**src/rtl/addsub_pkg.sv**
```systemverilog
// addsub_pkg: shared types and constants for the pipelined adder/subtractor.
//   calc_stages  - number of CHUNK-bit slices in a WIDTH-bit datapath
//   addsub_flags_t - status flags delivered alongside each result
//   sat_max/sat_min - signed saturation limits, returned in a MaxWidth-bit word
//                     (callers keep the low WIDTH bits)
package addsub_pkg;

  localparam int unsigned MaxWidth  = 1024;
  localparam int unsigned MaxStages = 16;

  function automatic int unsigned calc_stages(input int unsigned width, input int unsigned chunk);
    return width / chunk;
  endfunction

  typedef struct packed {
    logic c_out;
    logic ovf;
    logic zero;
    logic neg;
  } addsub_flags_t;

  // 0111..1 in the low `width` bits
  function automatic logic [MaxWidth-1:0] sat_max(input int unsigned width);
    logic [MaxWidth-1:0] one;
    one    = '0;
    one[0] = 1'b1;
    return (one << (width - 1)) - one;
  endfunction

  // 1000..0 in the low `width` bits
  function automatic logic [MaxWidth-1:0] sat_min(input int unsigned width);
    logic [MaxWidth-1:0] one;
    one    = '0;
    one[0] = 1'b1;
    return one << (width - 1);
  endfunction

endpackage

```
**src/rtl/addsub_slice.sv**
```systemverilog
// addsub_slice: one Chunk-bit registered adder slice.
//   clk_i, rst_ni - clock, asynchronous active-low reset
//   en_i          - advance enable (low while the pipeline is stalled)
//   a_i, b_i, c_i - operand chunk (b already conditioned for subtract) and carry-in
//   sum_o, c_o    - registered chunk sum and carry-out
//   ovf_o         - registered signed overflow, meaningful only for the MSB slice
module addsub_slice
  import addsub_pkg::*;
#(
  parameter int unsigned Chunk = 4
) (
  input  logic             clk_i,
  input  logic             rst_ni,
  input  logic             en_i,
  input  logic [Chunk-1:0] a_i,
  input  logic [Chunk-1:0] b_i,
  input  logic             c_i,
  output logic [Chunk-1:0] sum_o,
  output logic             c_o,
  output logic             ovf_o
);

  logic [Chunk:0]   total;
  logic             c_msb;
  logic [Chunk-1:0] sum_q;
  logic             c_q;
  logic             ovf_q;

  always_comb begin
    total = {1'b0, a_i} + {1'b0, b_i} + {{Chunk{1'b0}}, c_i};
    // Carry into the top bit recovered from that bit's sum and operands.
    c_msb = total[Chunk-1] ^ a_i[Chunk-1] ^ b_i[Chunk-1];
  end

  always_ff @(posedge clk_i or negedge rst_ni) begin
    if (!rst_ni) begin
      sum_q <= '0;
      c_q   <= 1'b0;
      ovf_q <= 1'b0;
    end else if (en_i) begin
      sum_q <= total[Chunk-1:0];
      c_q   <= total[Chunk];
      ovf_q <= total[Chunk] ^ c_msb;
    end
  end

  assign sum_o = sum_q;
  assign c_o   = c_q;
  assign ovf_o = ovf_q;

endmodule

```
**src/rtl/addsub_pipe.sv**
```systemverilog
// addsub_pipe: pipelined two's-complement adder/subtractor, one CHUNK-bit slice per stage.
//   clk, rst_n             - clock, asynchronous active-low reset
//   in_valid/in_ready      - operand handshake (in_ready = not stalled)
//   a_in, b_in, c_in, sub  - operands, carry/borrow-in, 1 = subtract
//   out_valid/out_ready    - result handshake
//   sum_out, c_out, ovf, zero, neg - result and flags, STAGES cycles after acceptance
// Build option: define ADDSUB_SAT_EN to clamp overflowing results to signed max/min.
module addsub_pipe
  import addsub_pkg::*;
#(
  parameter int unsigned WIDTH = 8,
  parameter int unsigned CHUNK = 4
) (
  input  logic             clk,
  input  logic             rst_n,
  input  logic             in_valid,
  output logic             in_ready,
  input  logic [WIDTH-1:0] a_in,
  input  logic [WIDTH-1:0] b_in,
  input  logic             c_in,
  input  logic             sub,
  output logic             out_valid,
  input  logic             out_ready,
  output logic [WIDTH-1:0] sum_out,
  output logic             c_out,
  output logic             ovf,
  output logic             zero,
  output logic             neg
);

  localparam int unsigned Stages = calc_stages(WIDTH, CHUNK);
  localparam int unsigned Last   = Stages - 1;

  if ((WIDTH % CHUNK) != 0) begin : g_bad_chunk
    $error("addsub_pipe: WIDTH must be a multiple of CHUNK");
  end
  if (Stages == 0 || Stages > MaxStages) begin : g_bad_stages
    $error("addsub_pipe: WIDTH/CHUNK must be between 1 and 16");
  end
  if (WIDTH > MaxWidth) begin : g_bad_width
    $error("addsub_pipe: WIDTH too large");
  end

  // Handshake: a single global stall freezes every register in the pipe.
  logic              stall;
  logic              adv;
  logic [Stages-1:0] valid_q;
  logic [Stages-1:0] valid_d;

  assign stall    = valid_q[Last] & ~out_ready;
  assign adv      = ~stall;
  assign in_ready = adv;

  always_comb begin
    valid_d = (valid_q << 1) | Stages'(in_valid);
  end

  always_ff @(posedge clk or negedge rst_n) begin
    if (!rst_n) begin
      valid_q <= '0;
    end else if (adv) begin
      valid_q <= valid_d;
    end
  end

  // Datapath
  logic [WIDTH-1:0]  b_eff;
  logic [CHUNK-1:0]  a_op  [Stages];
  logic [CHUNK-1:0]  b_op  [Stages];
  logic [CHUNK-1:0]  sum_s [Stages];
  logic [Stages-1:0] ci_s;
  logic [Stages-1:0] co_s;
  logic [Stages-1:0] ovf_s;
  logic [WIDTH-1:0]  sum_raw;

  assign b_eff = b_in ^ {WIDTH{sub}};

  for (genvar k = 0; k < Stages; k++) begin : g_stage
    if (k == 0) begin : g_head
      assign a_op[k] = a_in[CHUNK-1:0];
      assign b_op[k] = b_eff[CHUNK-1:0];
      assign ci_s[k] = c_in ^ sub;
    end else begin : g_skew
      // Chunk k waits k cycles so it meets the carry coming up from slice k-1.
      logic [CHUNK-1:0] a_skew_q [k];
      logic [CHUNK-1:0] b_skew_q [k];

      always_ff @(posedge clk or negedge rst_n) begin
        if (!rst_n) begin
          for (int i = 0; i < k; i++) begin
            a_skew_q[i] <= '0;
            b_skew_q[i] <= '0;
          end
        end else if (adv) begin
          a_skew_q[0] <= a_in[k*CHUNK +: CHUNK];
          b_skew_q[0] <= b_eff[k*CHUNK +: CHUNK];
          for (int i = 1; i < k; i++) begin
            a_skew_q[i] <= a_skew_q[i-1];
            b_skew_q[i] <= b_skew_q[i-1];
          end
        end
      end

      assign a_op[k] = a_skew_q[k-1];
      assign b_op[k] = b_skew_q[k-1];
      assign ci_s[k] = co_s[k-1];
    end

    addsub_slice #(
      .Chunk (CHUNK)
    ) u_slice (
      .clk_i  (clk),
      .rst_ni (rst_n),
      .en_i   (adv),
      .a_i    (a_op[k]),
      .b_i    (b_op[k]),
      .c_i    (ci_s[k]),
      .sum_o  (sum_s[k]),
      .c_o    (co_s[k]),
      .ovf_o  (ovf_s[k])
    );

    if (k == Last) begin : g_tail
      assign sum_raw[k*CHUNK +: CHUNK] = sum_s[k];
    end else begin : g_deskew
      // Hold early chunks until the MSB slice finishes the same beat.
      localparam int unsigned Depth = Stages - 1 - k;
      logic [CHUNK-1:0] dly_q [Depth];

      always_ff @(posedge clk or negedge rst_n) begin
        if (!rst_n) begin
          for (int i = 0; i < Depth; i++) begin
            dly_q[i] <= '0;
          end
        end else if (adv) begin
          dly_q[0] <= sum_s[k];
          for (int i = 1; i < Depth; i++) begin
            dly_q[i] <= dly_q[i-1];
          end
        end
      end

      assign sum_raw[k*CHUNK +: CHUNK] = dly_q[Depth-1];
    end
  end

  // Only the MSB slice's overflow is architecturally meaningful.
  if (Stages > 1) begin : g_unused_ovf
    logic unused_ovf;
    assign unused_ovf = ^ovf_s[Stages-2:0];
  end

  logic [WIDTH-1:0] sum_fin;

`ifdef ADDSUB_SAT_EN
  localparam logic [MaxWidth-1:0] SatMaxW = sat_max(WIDTH);
  localparam logic [MaxWidth-1:0] SatMinW = sat_min(WIDTH);

  // Sign of operand A travels with the MSB slice; on overflow it gives the true result sign.
  logic sat_neg_q;

  always_ff @(posedge clk or negedge rst_n) begin
    if (!rst_n) begin
      sat_neg_q <= 1'b0;
    end else if (adv) begin
      sat_neg_q <= a_op[Last][CHUNK-1];
    end
  end

  always_comb begin
    sum_fin = sum_raw;
    if (ovf_s[Last]) begin
      sum_fin = sat_neg_q ? SatMinW[WIDTH-1:0] : SatMaxW[WIDTH-1:0];
    end
  end
`else
  assign sum_fin = sum_raw;
`endif

  addsub_flags_t flags;

  always_comb begin
    flags.c_out = co_s[Last];
    flags.ovf   = ovf_s[Last];
    flags.neg   = sum_fin[WIDTH-1];
    // Qualified by valid so an idle or freshly reset pipe does not report zero.
    flags.zero  = valid_q[Last] & (sum_fin == '0);
  end

  assign out_valid = valid_q[Last];
  assign sum_out   = sum_fin;
  assign c_out     = flags.c_out;
  assign ovf       = flags.ovf;
  assign zero      = flags.zero;
  assign neg       = flags.neg;

endmodule
```
**config.mk**
```make
export PLATFORM = sky130hd
export DESIGN_NAME = addsub_pipe
export DESIGN_NICKNAME = d
export VERILOG_FILES = /design/src/rtl/addsub_pkg.sv /design/src/rtl/addsub_slice.sv /design/src/rtl/addsub_pipe.sv
export SDC_FILE = /design/constraint.sdc
export NUM_CORES = 1
export LEC_CHECK = 0
export CELL_PAD_IN_SITES_DETAIL_PLACEMENT = 0
export CELL_PAD_IN_SITES_GLOBAL_PLACEMENT = 1
export CORE_MARGIN = 5
export CORE_UTILIZATION = 40
export CTS_CLUSTER_SIZE = 24
export DETAILED_ROUTE_END_ITERATION = 16
export PLACE_DENSITY = 0.84
export SYNTH_ARGS = -nofsm -noshare
export SYNTH_HDL_FRONTEND = slang
export SYNTH_SLANG_ARGS = --single-unit
```
**constraint.sdc**
```tcl
create_clock -name clk -period 5.8 [get_ports clk]
set_input_delay 1.16 -clock clk [delete_from_list [all_inputs] [get_ports clk]]
set_output_delay 1.16 -clock clk [all_outputs]
set_load 0.03 [all_outputs]
```
# --- After elaboration in Yosys (flattened, before gate mapping) ---
# Index checks and enable logic that the tools add are counted.
totals:
  register_bits: 25
  latch_bits: 0
  ram_bits: 0
  rom_bits: 0
  output_inout_bits: 14
  wordCells: 24
  memories: 0
op_classes:
  addsub: 4
  n_mul: 0
  div_mod_pow: 0
  magnitude_cmp: 0
  eq_ne: 0
  n_shift: 0
  muxes: 0
  n_bitwise: 10
  n_reduce_logical: 1
ops:
  columns: ["cell", "n"]
  rows:
  - ["adder 4 x 4 -> 5 bit", 2]
  - ["adder 5 x 1 -> 5 bit", 2]
  - ["zero test 8 bit", 1]
  - ["bitwise XOR 8 bit", 1]
  - ["bitwise XOR 1 bit", 4]
  - ["bitwise AND 1 bit", 2]
  - ["NOT 1 bit", 2]
  - ["OR 2 x 1 -> 2 bit", 1]

# --- Depth between registers and ports, before layout ---
# Gate-level depths: netlist (run 1).
depth:
  word_depth: 5
  depth_mapped: 8
  mapped_depth_nobuf: 8

# --- Hierarchy ---
# A second synthesis (run 1) with hierarchy kept.
unflattened:
  cells_unflattened: 112
  hier_area_um2: 1482.7
modules_own_cells:
  columns: ["module", "instances", "cells_each", "area_each_um2", "seq_area_each_um2"]
  rows:
  - ["addsub_slice", 2, 33, 394.1, 150.1]
  - ["addsub_pipe", 1, 46, 694.4, 350.3]

# --- Worst setup path after synthesis (run 1) ---
# OpenSTA, ideal clock, no wires.
synth_timing:
  path_kind: "input port to output port"
  from: "input out_ready"
  to: "output in_ready"
  arrival_ps: 1729
  required_ps: 4640
  path_slack_ps: 2911
  cell_stages: 3
  cell_sequence: "nand2b_1 buf_2 buf_2"
synth_via:
  elab_chain_cells: 3
synth_lines:
  columns: ["item", "line", "source"]
  rows:
  - ["from (decl)", "addsub_pipe.sv:23", "input logic out_ready,"]
  - ["NOT 1 bit", "addsub_pipe.sv:50", "assign stall = valid_q[Last] & ~out_ready;"]
  - ["bitwise AND 1 bit", "addsub_pipe.sv:50", null]
  - ["NOT 1 bit", "addsub_pipe.sv:51", "assign adv = ~stall;"]
  - ["to (decl)", "addsub_pipe.sv:17", "output logic in_ready,"]
# Every way passes these cells.

# --- Final worst setup path (run 1) ---
# Same ends and word-level chain as after synthesis.

==> impl_metrics.tcl, run 1 <==
set metrics [dict create \
    cp_data_arrival_time_ns 2.81 \
    cap_viol_max_count 0 \
    track_usage 0.1277 \
    final_cells 196 \
    grt_max_degree 39 \
    drc 0 \
    maxSlewViolCount 0 \
    place_inst 192 \
    synth_warnings 0 \
    dp_hpwl_um 2031 \
    clock-sinks 25 \
    hold_viol 0 \
    die_w_um 67.99 \
    clockBufferDepth 2 \
    p_switching_w 0.0002558 \
    cts_hold_buf 0 \
    drt-initial-drc-count 43 \
    rsz0062_at_grt "false" \
    wirelength_um 2615 \
    ant_nets 0 \
    dr_total_vias 931 \
    cp_common_cell "clkdlybuf4s50_1" \
    internal-power_w 0.0004079 \
    grt_overflow 0 \
    path_clk_slew_ns 0.13 \
    critPathRequiredTime_ns 4.64 \
    pin_count 36 \
    layout_commonest_cell "clkdlybuf4s50_1" \
    ys_ff_latch 25 \
    hold_path_class "flip-flop to flip-flop" \
    hold_slack_ns 0.4929 \
    crit_type "input pin to output port" \
    start_util 0.4095 \
    htreeDepth 1 \
    die_h_um 67.99 \
    cp_slowest_stage_delay_ns 0.75 \
    fill_cells 304 \
    fmax_mhz 252.1 \
    outcome "complete, no violations" \
    p_clk_frac 0.115 \
    antenna_found_initial 0 \
    syn2layout_area_growth_pct 30.42 \
    viasPerCell 4.750 \
    cp_max_fo 38 \
    cts_resized 0 \
    leakagePower_nw 0.7414 \
    final_layout_size_suffix_gt1_frac 0.1400 \
    gp_congestion 0.7032 \
    finClkSkew_ns 0.006378 \
    drtPass1Iterations 4 \
    dieArea_sq_um 4622 \
    clk_latency_ns 0.32 \
    crit_slowest_cell "clkdlybuf4s50_1" \
    grt_pass1_vias 1017 \
    vdd_drop_max_mv 0.1058 \
    cp-end-kind "output port" \
    synth.net_count 148 \
    numCtsBuffers 3 \
    num_rows 21 \
    routedWlPerCell_um 13.34 \
    power_frac_comb 0.488 \
    multiInputGateArea_sq_um 668.1 \
    coreArea_sq_um 3284 \
    cts_setup_buffers 0 \
    grt_pass1_wl_um 4491 \
    cts_tree "done" \
    final.min_clock_period_ns 3.967 \
    n_antenna_cell 0 \
    synth.distinct_cells 21 \
    p_sw_frac 0.3855 \
    seqCellArea_sq_um 625.6 \
    setup-tns-final_ns 0 \
    synth_area_sq_um 1345 \
    worst_pin_slew_ns 1.086 \
    critPathLaunchType "input pin" \
    synth_cells 116 \
    setup-violations-final 0 \
    crit_chain "clkdlybuf4s50_1 > nand2b_1 > buf_4 > clkdlybuf4s50_1" \
    power_density_nw_per_um2 378.4 \
    ys_seq_area_frac 0.4651 \
    mostFrequentLayoutCells "clkdlybuf4s50_1, dfrtp_1, nor2_1" \
    post-route-util 0.5341 \
    root_buffer "clkbuf_4" \
    fin_crit_sh 0.6839 \
    port_buffers 35 \
    seq_power_share 0.397 \
    nNetsFinal 183 \
    maxSlewHeadroom 0.2738 \
    syn_avg_cell_area_sq_um 11.60 \
]
[through the flow]
| step | area [sq um] | worst slack (ns) | total power [W] |
|---|---|---|---|
| finish | 1754 | 1.833 | 0.0006637 |
| global route | 1754 | 1.773 | 0.0007095 |
| CTS | 1754 | 1.822 | 0.0006726 |
| detailed placement | 1728 | 1.829 | 0.0005974 |
| global placement | 1728 | 1.850 | 0.0005837 |
| floorplan | 1345 | 2.911 | 0.0004745 |
[synth_stat cells]
library cell  count  area share
a21oi_4           1       0.012
mux2_2           12        0.10
a21oi_1          10       0.037
nand2b_4          1       0.010
or4_1             1      0.0056
o21ai_0           4       0.015
dfrtp_1          25        0.47
ha_1              6       0.056
xor2_1            8       0.052
a21oi_2           1      0.0065
nand2b_1          3       0.014
inv_1             5       0.014
a21o_1            2       0.011
fa_1              4       0.060
nand2_1           5       0.014
buf_2             5       0.019
buf_4             1      0.0056
xnor2_1           7       0.046
xor2_2            1       0.012
nor2_1           13       0.036
nor4_2            1      0.0093
[routing by layer]
layer	track usage	wire [um]	vias up
met3	0.01970	131	4
met5	0	0	-
met1	0.1489	1093	452
met4	0.06203	39	0
li1	-	-	447
met2	0.2262	1350	28
[final timing paths]
| kind | from | end | slack [ns] | cells past startpoint |
|---|---|---|---|---|
| max | out_ready | in_ready | 1.83 | 4 |
| min | valid_q[0] | valid_q[1] | 0.49 | 1 |
| max reg2reg | g_stage[1].g_skew.a_skew_q[0] | g_stage[1].u_slice.ovf_o | 3.65 | 8 |
| min reg2reg | valid_q[0] | valid_q[1] | 0.49 | 1 |
| max in group asynchronous | rst_n | g_stage[1].g_skew.a_skew_q[1] | 3.74 | 1 |
| min in group asynchronous | rst_n | valid_q[0] | 1.42 | 1 |
[critical path, delay by kind of cell]
family | cells | cell delay (ns)
and+or+nand+nor | 1 | 0.09
buffers and inverters | 3 | 1.55
[kinds of logic after synthesis]
| kind of cell | Yosys count | synth area share |
|---|---|---|
| adder cells (fa/ha/maj) | 10 | 0.1153 |
| AND/OR/NAND/NOR | 24 | 0.08931 |
| flip-flops | 25 | 0.4651 |
| XOR/XNOR | 16 | 0.1098 |
| multiplexers | 12 | 0.1005 |
| AO/OA/AOI/OAI | 18 | 0.08186 |
| buffers and inverters | 11 | 0.03814 |
[power groups by stage]
stage | clock, W | sequential (W) | combinational (W)
2_1_floorplan | 0 | 0.000324 | 0.000150
3_3_place_gp | 0 | 0.000266 | 0.000318
3_5_place_dp | 0 | 0.000269 | 0.000328
4_1_cts | 0.0000785 | 0.000265 | 0.000329
5_1_grt | 0.0000873 | 0.000273 | 0.000349
6_report | 0.0000761 | 0.000264 | 0.000324
[layout make-up]
class	instances	area share
Tap cell	46	0.03281
Clock buffer	4	0.01498
Inverter	5	0.01070
Multi-Input combinational cell	80	0.3809
Sequential cell	25	0.3566
Timing Repair Buffer	36	0.2040
[sequential cells by signal (all words and copies together), names as in the netlist]
| name | cells |
|---|---|
| g_stage.g_skew.b_skew_q | 4 |
| g_stage.u_slice.ovf_o | 1 |
| g_stage.g_skew.a_skew_q | 4 |
| g_stage.g_deskew.dly_q | 4 |
| g_stage.u_slice.c_o | 2 |
| valid_q | 2 |
| g_stage.u_slice.sum_o | 8 |
Power figures use the tool's default switching activity.
==> run 2, diff against run 1 <==
--- a/config.mk
+++ b/config.mk
@@ -8,10 +8,10 @@
 export CELL_PAD_IN_SITES_DETAIL_PLACEMENT = 0
 export CELL_PAD_IN_SITES_GLOBAL_PLACEMENT = 1
 export CORE_MARGIN = 5
-export CORE_UTILIZATION = 40
+export CORE_UTILIZATION = 37
 export CTS_CLUSTER_SIZE = 24
 export DETAILED_ROUTE_END_ITERATION = 16
-export PLACE_DENSITY = 0.84
+export PLACE_DENSITY = 0.79
 export SYNTH_ARGS = -nofsm -noshare
 export SYNTH_HDL_FRONTEND = slang
 export SYNTH_SLANG_ARGS = --single-unit
==> constraint.sdc (replaced) <==
create_clock -name clk -period 3.7 [get_ports clk]
set_input_delay 0.74 -clock clk [delete_from_list [all_inputs] [get_ports clk]]
set_output_delay 0.74 -clock clk [all_outputs]
set_load 0.03 [all_outputs]
==> run 2 against run 1 <==
Compared with the run above:
- cell area barely moved
- combinational power grew 55%
- sequential power increased by 56%
- clock power is 63% higher
- critical path depth shrank 1
- wire length down 3.2%
- total power up 57%
- count of clock-buffer cells in the layout shrank 1
- core utilization is 4.4 points lower
- via count is 3.4% lower
- largest cell class unchanged
- highest routed layer unchanged
==> impl_metrics.tcl, run 2 (synthesis gave the netlist of run 1 again) <==
set metrics [dict create \
    outcome "complete, no violations" \
    syn2layout_area_growth_pct 30.51 \
    leakagePower_nw 0.7446 \
    cp_max_fo 3 \
    port_buffers 35 \
    cts_setup_buffers 0 \
    seqCellArea_sq_um 625.6 \
    clock-sinks 25 \
    post-route-util 0.4906 \
    clockBufferDepth 2 \
    setup-violations-final 0 \
    clk_latency_ns 0.32 \
    rsz0062_at_grt "false" \
    grt_pass1_wl_um 4278 \
    dieArea_sq_um 4941 \
    antenna_found_initial 0 \
    worst_pin_slew_ns 1.153 \
    crit_chain "or4_1 > nor4_2 > clkdlybuf4s50_1" \
    mostFrequentLayoutCells "clkdlybuf4s50_1, dfrtp_1, nor2_1" \
    cp_data_arrival_time_ns 2.28 \
    pin_count 36 \
    htreeDepth 1 \
    maxSlewViolCount 0 \
    start_util 0.3759 \
    fmax_mhz 331.4 \
    grt_overflow 0 \
    drt-initial-drc-count 23 \
    die_h_um 70.29 \
    coreArea_sq_um 3578 \
    grt_max_degree 38 \
    setup_ws_ns 0.6822 \
    dp_hpwl_um 1931 \
    crit_type "flip-flop to output port" \
    final.min_clock_period_ns 3.018 \
    fill_cells 342 \
    r2r-start "g_stage[1].g_skew.a_skew_q[0]" \
    num_rows 22 \
    finClkSkew_ns 0.004976 \
    n_antenna_cell 0 \
    hold_path_class "flip-flop to flip-flop" \
    vdd_drop_max_mv 0.3207 \
    worstSetupStartpoint "g_stage[0].g_deskew.dly_q[3]" \
    ant_nets 0 \
    place_inst 194 \
    track_usage 0.1070 \
    critPathLaunchType "flip-flop" \
    routedWlPerCell_um 12.78 \
    cts_resized 0 \
    root_buffer "clkbuf_4" \
    power_density_nw_per_um2 592.1 \
    nNetsFinal 183 \
    drtPass1Iterations 2 \
    gp_congestion 0.7491 \
    pre_cts_ws_ns 0.5637 \
    critPathRequiredTime_ns 2.96 \
    cp-end-kind "output port" \
    maxSlewHeadroom 0.2290 \
    die_w_um 70.29 \
    largest_reg_flops 8 \
    setup-tns-final_ns 0 \
    numCtsBuffers 3 \
    finalPower_w 0.001039 \
    cts_hold_buf 0 \
    wirelength_um 2531 \
    dr_total_vias 899 \
    hold_viol 0 \
    layout_commonest_cell "clkdlybuf4s50_1" \
    crit_slowest_cell "clkdlybuf4s50_1" \
    final_layout_size_suffix_gt1_frac 0.1533 \
    hold_start "valid_q[0]" \
    drc 0 \
    fin_crit_sh 0.8156 \
    final_cells 198 \
    grt_pass1_vias 956 \
    path_clk_slew_ns 0.14 \
    cp_slowest_stage_delay_ns 0.71 \
    cts_tree "done" \
    cap_viol_max_count 0 \
    multiInputGateArea_sq_um 668.1 \
    viasPerCell 4.540 \
]
## run 2: area by class of cell
| class | count | share of cell area |
|---|---|---|
| Multi-Input combinational cell | 80 | 0.3806 |
| Sequential cell | 25 | 0.3564 |
| Timing Repair Buffer | 36 | 0.2024 |
| Tap cell | 48 | 0.03421 |
| Clock buffer | 3 | 0.01283 |
| Inverter | 5 | 0.01069 |
| Clock inverter | 1 | 0.002851 |
## run 2: metal layers
metal  vias to the layer above  global-route usage  wire length, um
met3                         2             0.02014              105
met4                         0             0.04255                8
met2                        22              0.1674             1230
met1                       422              0.1450             1188
li1                        453                   -                -
met5                         -                   0                0
## run 2: where the power goes
| group | switching (W) | internal (W) | total, W |
|---|---|---|---|
| Clock | 0.0000839 | 0.0000405 | 0.000124 |
| Sequential | 0.0000577 | 0.000355 | 0.000412 |
| Combinational | 0.000261 | 0.000241 | 0.000503 |
| Total | 0.000403 | 0.000637 | 0.00104 |
## run 2: path summary, 6_finish.rpt
check	endpoint	slack, ns	depth (start not counted)
max	zero	0.68	3
min	valid_q[1]	0.48	1
max reg2reg	g_stage[1].u_slice.ovf_o	1.59	8
min reg2reg	valid_q[1]	0.48	1
max in group asynchronous	g_stage[1].u_slice.ovf_o	2.00	1
min in group asynchronous	g_stage[1].u_slice.sum_o[0]	1.02	1
## run 2: metrics by stage
step           hold slack, ns  cell area, sq um
2_1_floorplan          0.4305              1345
3_3_place_gp           0.4404              1728
3_5_place_dp           0.4540              1728
4_1_cts                0.4876              1755
5_1_grt                0.5157              1755
6_report               0.4833              1755
## run 2: critical path, delay by kind of cell (launching register included)
family,cells,cell delay (ns)
buf+inv,1,0.71
flops,1,0.43
simple gates,2,0.82
==> run 3, diff against run 2 <==
--- a/config.mk
+++ b/config.mk
@@ -8,10 +8,10 @@
 export CELL_PAD_IN_SITES_DETAIL_PLACEMENT = 0
 export CELL_PAD_IN_SITES_GLOBAL_PLACEMENT = 1
 export CORE_MARGIN = 5
-export CORE_UTILIZATION = 37
+export CORE_UTILIZATION = 33
 export CTS_CLUSTER_SIZE = 24
 export DETAILED_ROUTE_END_ITERATION = 16
-export PLACE_DENSITY = 0.79
+export PLACE_DENSITY = 0.74
 export SYNTH_ARGS = -nofsm -noshare
 export SYNTH_HDL_FRONTEND = slang
 export SYNTH_SLANG_ARGS = --single-unit
==> constraint.sdc (replaced) <==
create_clock -name clk -period 2.5 [get_ports clk]
set_input_delay 0.5 -clock clk [delete_from_list [all_inputs] [get_ports clk]]
set_output_delay 0.5 -clock clk [all_outputs]
set_load 0.03 [all_outputs]
==> run 3 against run 2 <==
Compared with the run above:
- total power rose by 56%
- die area rose by 10%
- critical path depth did not move
- global-route usage rose by 0.59 points
- highest routed layer unchanged
==> impl_metrics.tcl, run 3 (synthesis gave the netlist of run 1 again) <==
set metrics [dict create \
    outcome "complete, no violations" \
    gp_congestion 0.7977 \
    root_buffer "clkbuf_8" \
    p_clk_frac 0.149 \
    grt_max_degree 28 \
    start_util 0.3387 \
    dr_total_vias 936 \
    cts_tree "done" \
    final.min_clock_period_ns 2.395 \
    setup-violations-final 0 \
    vdd_drop_max_mv 0.3500 \
    mostFrequentLayoutCells "clkdlybuf4s50_1, dfrtp_1, nor2_1" \
    maxSlewViolCount 0 \
    largest_reg_flops 8 \
    internal-power_w 0.001004 \
    clk_latency_ns 0.27 \
    cp-end-kind "output port" \
    hold_path_class "flip-flop to flip-flop" \
    track_usage 0.1129 \
    cts_hold_buf 0 \
    grt_pass1_wl_um 4616 \
    n_antenna_cell 0 \
    drt-initial-drc-count 44 \
    p_switching_w 0.0006124 \
    coreArea_sq_um 3971 \
    critPathRequiredTime_ns 2.00 \
    drtPass1Iterations 4 \
    grt_overflow 0 \
    critPathLaunchType "flip-flop" \
    power_frac_comb 0.470 \
    rsz0062_at_grt "false" \
    pin_count 36 \
    power_density_nw_per_um2 887.3 \
    fin_crit_sh 0.9579 \
    clockBufferDepth 2 \
    crit_type "flip-flop to output port" \
    cp_data_arrival_time_ns 1.89 \
    die_h_um 73.84 \
    cp_max_fo 3 \
    clock-sinks 25 \
    dieArea_sq_um 5452 \
    syn2layout_area_growth_pct 35.44 \
    final_layout_size_suffix_gt1_frac 0.1859 \
    cts_setup_buffers 0 \
    post_dp_cell_area_sq_um 1775 \
    path_clk_slew_ns 0.09 \
    hold_viol 0 \
    leakagePower_nw 0.7822 \
    grt_pass1_vias 1054 \
    die_w_um 73.84 \
    numCtsBuffers 3 \
    dp_hpwl_um 2236 \
    finalPower_w 0.001617 \
    drc 0 \
    port_buffers 35 \
    finClkSkew_ns 0.005365 \
    cap_viol_max_count 0 \
    num_rows 23 \
    maxSlewHeadroom 0.7825 \
    seq_power_share 0.381 \
    fill_cells 377 \
    wirelength_um 2813 \
    viasPerCell 4.544 \
    ant_nets 0 \
    routedWlPerCell_um 13.66 \
    final_area_sq_um 1822 \
    htreeDepth 1 \
    cts_resized 1 \
    worst_pin_slew_ns 0.3253 \
    antenna_found_initial 0 \
    p_sw_frac 0.3789 \
    fmax_mhz 417.6 \
    layout_commonest_cell "clkdlybuf4s50_1" \
    nNetsFinal 189 \
]
[run 3: worst max-delay path, cell delays in order, from the launching register on]
cell	delay (ns)
dfrtp_1	0.41
or4_1	0.56
nor4_2	0.25
clkdlybuf4s15_1	0.41
[run 3: worst paths after layout]
kind	start	to	slack, ns	cells after the start
min reg2reg	valid_q[0]	valid_q[1]	0.49	1
max in group asynchronous	rst_n	g_stage[1].u_slice.c_o	1.66	2
min in group asynchronous	rst_n	valid_q[1]	0.59	2
min	valid_q[0]	valid_q[1]	0.49	1
max	g_stage[0].g_deskew.dly_q[3]	zero	0.11	3
max reg2reg	g_stage[1].g_skew.a_skew_q[0]	g_stage[1].u_slice.ovf_o	0.39	8
[run 3: final cells by class]
| cell class | count | area, sq um | share of cell area |
|---|---|---|---|
| multi-input combinational | 80 | 668.1 | 0.3668 |
| sequential | 25 | 625.6 | 0.3434 |
| timing repair buffer | 42 | 400.4 | 0.2198 |
| tap | 50 | 62.56 | 0.03434 |
| clock buffer | 3 | 41.29 | 0.02266 |
| inverter | 5 | 18.77 | 0.01030 |
| clock inverter | 1 | 5.005 | 0.002747 |
[run 3: power groups by stage]
stage	Combinational, W	Clock [W]	Sequential [W]
final	0.000760	0.000240	0.000616
after global routing	0.000824	0.000269	0.000630
after CTS	0.000771	0.000251	0.000617
after detailed placement	0.000769	0	0.000624
after global placement	0.000756	0	0.000622
after floorplan	0.000348	0	0.000752
[run 3: layer usage]
layer  vias to the layer above  routed length, um  global-route usage
met2                        22               1372              0.1880
li1                        459                  -                   -
met5                         -                  0                   0
met4                         0                 27             0.04024
met1                       453               1258              0.1407
met3                         2                155             0.02873
[run 3: through the flow]
step | cells | worst slack (ns) | setup TNS (ns) | utilization | hold WS, ns
finish | 206 | 0.1052 | 0 | 0.4587 | 0.4890
global route | 206 | 0.003603 | 0 | 0.4587 | 0.5097
CTS | 206 | 0.06654 | 0 | 0.4584 | 0.4890
detailed placement | 202 | -0.1325 | -0.3494 | 0.4471 | 0.4657
global placement | 202 | -0.03183 | -0.04952 | 0.4471 | 0.4472
floorplan | 116 | 0.3033 | 0 | - | 0.2044
